`config.mk`:
```
export PLATFORM = sky130hd
export DESIGN_NAME = pcdec8_cl_flat
export DESIGN_NICKNAME = d
export VERILOG_FILES = /design/src/rtl/pcdec8_cl_if.sv /design/src/rtl/pcdec8_cl.sv /design/src/flat_wrapper.sv
export SDC_FILE = /design/constraint.sdc
export NUM_CORES = 1
export LEC_CHECK = 0
export CAP_MARGIN = 20
export CELL_PAD_IN_SITES_DETAIL_PLACEMENT = 1
export CELL_PAD_IN_SITES_GLOBAL_PLACEMENT = 2
export CORE_UTILIZATION = 20
export DETAILED_ROUTE_END_ITERATION = 7
export GPL_TIMING_DRIVEN = 0
export PLACE_DENSITY_LB_ADDON = 0.12
export RECOVER_POWER = 50
export SLEW_MARGIN = 5
export SYNTH_ARGS = -nofsm -noshare
export SYNTH_HDL_FRONTEND = slang
export SYNTH_SLANG_ARGS = --single-unit
```
`constraint.sdc`:
```
create_clock -name clk -period 1.32 [get_ports clk]
set_input_delay 0.198 -clock clk [delete_from_list [all_inputs] [get_ports clk]]
set_output_delay 0.198 -clock clk [all_outputs]
set_load 0.02 [all_outputs]
```
`src/rtl/pcdec8_cl_if.sv`:
```
// ============================================================================
// pcdec8_cl_if : control/status bundle for one pcdec8_cl down-counter stage.
// Revision     : 1.0
// ============================================================================
`default_nettype none

interface pcdec8_cl_if #(
   parameter int WIDTH = 8
);
   logic             load;
   logic [WIDTH-1:0] din;
   logic             en;
   logic             hold;
   logic             bin;
   logic [WIDTH-1:0] cnt;
   logic             bout;
   logic             tc;

   modport master (
      output load, din, en, hold, bin,
      input  cnt, bout, tc
   );

   modport slave (
      input  load, din, en, hold, bin,
      output cnt, bout, tc
   );
endinterface

`default_nettype wire

```
`src/rtl/pcdec8_cl.sv`:
```
// ============================================================================
// pcdec8_cl : cascadable 8-bit loadable down-counter with borrow chain and
//             registered terminal-count pulse. Optional macro PCDEC8_RELOAD_EN
//             wraps from 0x00 to the last loaded value instead of 0xFF.
// Revision  : 1.0
// ============================================================================
`default_nettype none

module pcdec8_cl #(
   parameter int WIDTH = 8
) (
   input  wire logic        clk,
   input  wire logic        rst,
   pcdec8_cl_if.slave       bus
);

   logic [WIDTH-1:0] r_cnt;
   logic             r_tc;
   logic [WIDTH-1:0] w_wrap;
   logic             w_dec;
   logic             w_bout;

`ifdef PCDEC8_RELOAD_EN
   logic [WIDTH-1:0] r_reload;

   always_ff @(posedge clk) begin
      if (rst) begin
         r_reload <= '0;
      end else if (bus.load) begin
         r_reload <= bus.din;
      end
   end

   assign w_wrap = r_reload;
`else
   assign w_wrap = '1;
`endif

   // Load masks the qualifier so the borrow chain never fires on a load cycle.
   assign w_dec  = bus.en & ~bus.hold & bus.bin & ~bus.load;
   assign w_bout = w_dec & (r_cnt == '0);

   always_ff @(posedge clk) begin
      if (rst) begin
         r_cnt <= '0;
         r_tc  <= 1'b0;
      end else begin
         r_tc <= w_bout;
         if (bus.load) begin
            r_cnt <= bus.din;
         end else if (w_dec) begin
            r_cnt <= w_bout ? w_wrap : (r_cnt - 1'b1);
         end
      end
   end

   assign bus.cnt  = r_cnt;
   assign bus.tc   = r_tc;
   assign bus.bout = w_bout;

endmodule

`default_nettype wire

```
`src/flat_wrapper.sv`:
```
// flat-port wrapper written by rule: the top's interface ports become plain ports
module pcdec8_cl_flat 
#(
   parameter int WIDTH = 8
)
  (clk, rst, bus_load, bus_din, bus_en, bus_hold, bus_bin, bus_cnt, bus_bout, bus_tc);
  pcdec8_cl_if #(.WIDTH(WIDTH)) bus_i ();
  input  wire logic clk;
  input  wire logic rst;
  input wire logic [$bits(bus_i.load)-1:0] bus_load;
  input wire logic [$bits(bus_i.din)-1:0] bus_din;
  input wire logic [$bits(bus_i.en)-1:0] bus_en;
  input wire logic [$bits(bus_i.hold)-1:0] bus_hold;
  input wire logic [$bits(bus_i.bin)-1:0] bus_bin;
  output wire logic [$bits(bus_i.cnt)-1:0] bus_cnt;
  output wire logic [$bits(bus_i.bout)-1:0] bus_bout;
  output wire logic [$bits(bus_i.tc)-1:0] bus_tc;
  assign bus_i.load = bus_load;
  assign bus_i.din = bus_din;
  assign bus_i.en = bus_en;
  assign bus_i.hold = bus_hold;
  assign bus_i.bin = bus_bin;
  assign bus_cnt = bus_i.cnt;
  assign bus_bout = bus_i.bout;
  assign bus_tc = bus_i.tc;
  pcdec8_cl #(.WIDTH(WIDTH)) u_core (.clk(clk), .rst(rst), .bus(bus_i));
endmodule
```
==> results.md <==
* Status: finished, violations left
* Failing checks: negative setup slack
* Ys async rst share at 0
* Worst R2R End: u_core.bus.cnt[7]
* Worst r2r src: u_core.bus.cnt[0]
* Clock power share at 0.297
* Post-route ant nets at 0
* Largest area contributor in the netlist: dfxtp_1
* Pin count of the biggest net entering global routing at 11
* Clk buf depth at 2
* Final period demand of the worst path at 1.53 ns
* Vias in the first global route at 594
* P per Cell Area at 876 nW/um2
* Max FO, Critical Path at 3
* Mapped Nets at 79
* Register area share after synthesis at 0.316
* Final Hold Fails at 0
* Placed Cells at 115
* Die width at 55.4 um
* Combinational power share at 0.312
* Worst VDD drop at 345 uV
* Worst min path class: in -> reg
* Crit share post-route at 1.16
* Synth-to-layout area growth at 64.0%
* Warnings, synthesis at 0
* CP startpoint kind: flop
* Leak at 0.394 nW
* Sequential power share at 0.391
* Worst-Margin Slew at 0.411 ns
* Hold path cells at 2
* EDFF count, synth at 0
* DR iter-0 viols at 9
* Drt drc at 0
* Fillers at 301
* Final setup fails at 6
* Drt wl/cell at 13.6 um
* Die footprint at 3060 um2
* Final WS setup at -0.208 ns
* Yosys cell types at 34
* R2r worst-path depth at 7
* Crit path DAT at 1.33 ns
* Clk pin slew, worst setup/hold paths at 0.08 ns
* Post-Route WL at 1700 um
* CTS tree: done
* # port buffers at 21
* Clk sink count at 9
* Core Util, Final at 0.360
* Via density at 4.71
* Seq cells post-synth at 9
* Clock skew at 0.00495 ns
* Via Count at 589
* Commonest cells post-synth: 9 x dfxtp_1, 7 x nor2_1, 4 x a211oi_1, 4 x nand2_1, 3 x inv_1
* Overflow after GRT at 0
* Crit. End Element: primary output
* Post-detail-place hpwl at 1160 um
* Fmax at 654 MHz
* Max-cap violations at 0
* GPL Wtd Cong at 0.678
* Global-route wire length before repair at 2820 um
* Switching power at 273 uW
* Synth area leaders: dfxtp_1 32%, a211oi_1 5.3%, nor2_1 4.6%, buf_6 4.0%, nor4_4 3.7%
* GRT Total Usage at 0.121
* Max Slew Vio Count at 0
* Clk root buf: clkbuf_4
* Main synth FF type: dfxtp_1
* P_int at 545 uW
* Mean Syn Cell Area at 8.90 um2
* Share of the synthesized area in the top cell type at 0.316
* Row Count at 18
* Required @ worst endpoint at 1.12 ns
* Slew HR at 0.725
* Drt pass-1 iters at 2
* Initial Util at 0.220
* Pre-CTS setup slack at -0.647 ns
* Htree depth at 1
* Top-Level Pins at 24
* RSZ-0062 raised after global routing: true
* Die Ht at 55.4 um
* Crit path kind: reg -> out
* Share of cells above drive strength 1 at 0.326
* CTS buffer count at 3
* Worst R2R Setup Slack at -0.18 ns
* Most frequent cell after synthesis: dfxtp_1
* N_diodes at 0
* Hold wc startpoint: rst
* Switching share of power at 0.334
* Worst skew pair latency at 0.28 ns
* Finished Layout Cells at 125
* Core ar. at 2590 um2
* Initial antenna violation count at 0
* Synth Instances at 64
* Post-Syn Area at 569 um2
* # nets final at 111
* Hold EP: u_core.bus.cnt[5]
## flip-flops by register name, indices dropped and copies added (netlist names)
name / count
u_core.bus.tc: 1
u_core.bus.cnt: 8
## per-stage QoR
step	power [mW]	TNS, ns	hold slack, ns	instance area [um2]
4_1_cts	0.813	-0.735	0.161	910
5_1_grt	0.868	-1.23	0.163	933
3_3_place_gp	0.563	-2.11	0.453	856
6_report	0.818	-0.777	0.164	933
3_5_place_dp	0.564	-2.26	0.459	856
2_1_floorplan	0.465	-0.0993	0.330	608
## power groups by stage
stage / Clock, mW / Combinational, mW / Sequential (mW)
2_1_floorplan: 0 / 0.120 / 0.345
5_1_grt: 0.266 / 0.277 / 0.324
3_5_place_dp: 0 / 0.237 / 0.327
6_report: 0.243 / 0.255 / 0.320
3_3_place_gp: 0 / 0.235 / 0.327
4_1_cts: 0.246 / 0.248 / 0.319
## routing by layer
layer / GRT usage / share of wire
met3: 0.0258 / 0.046
met1: 0.162 / 0.50
met2: 0.174 / 0.43
met4: 0.0750 / 0.026
met5: 0 / 0
## critical path, stage by stage, from the launching register on
cell and delay, ns:
dfxtp_4 0.36, inv_4 0.06, ha_4 0.13, nor2b_4 0.15, and4_4 0.23, buf_6 0.12
## how the worst max path moves through the flow
stage / start / end / slack [ns] / cells past startpoint
after floorplan: u_core.bus.cnt[0] / u_core.bus.cnt[7] / -0.08 / 6
after global placement: bus_en / bus_bout / -0.64 / 4
after detailed placement: bus_bin / bus_bout / -0.65 / 4
after CTS: u_core.bus.cnt[0] / u_core.bus.cnt[7] / -0.22 / 7
after global routing: u_core.bus.cnt[0] / u_core.bus.cnt[7] / -0.25 / 7
final: u_core.bus.cnt[0] / bus_bout / -0.21 / 5
## layout by cell type (no fill, tap or decap), types with 3 or more instances in the layout
| cell type | Yosys | routed |
|---|---|---|
| nand2_1 | 4 | 4 |
| buf_6 | 2 | 4 |
| a211oi_1 | 4 | 4 |
| clkdlybuf4s50_1 | 0 | 10 |
| buf_4 | 1 | 6 |
| clkbuf_4 | 0 | 3 |
| nor2_1 | 7 | 7 |
| dlygate4sd2_1 | 0 | 9 |
| dfxtp_1 | 9 | 3 |
| dfxtp_2 | 0 | 4 |
## what timing repair did
item | in CTS | in global routing
hold buffers | 0 | 0
endpoints found under the setup margin | 17 | 9
pin swaps | 3 | 7
resized for setup | 18 | 5
buffers inserted | 4 | 2
gates cloned | 0 | 0
## kinds of logic after synthesis
group | synth area share
AO/OA/AOI/OAI | 0.218
XOR/XNOR | 0.0462
adder cells (fa/ha/maj) | 0.0220
buffers and inverters | 0.0813
flip-flops | 0.316
AND/OR/NAND/NOR | 0.316
## final cells by class
cell class	instances	area, um2	share of cell area
Multi-Input combinational cell	48	377	0.403
Tap cell	30	37.5	0.0402
Clock buffer	4	26.3	0.0282
Timing Repair Buffer	27	251	0.269
Sequential cell	9	193	0.206
Inverter	3	13.8	0.0147
Buffer	4	35.0	0.0375
(Power assumes the default switching activity.)
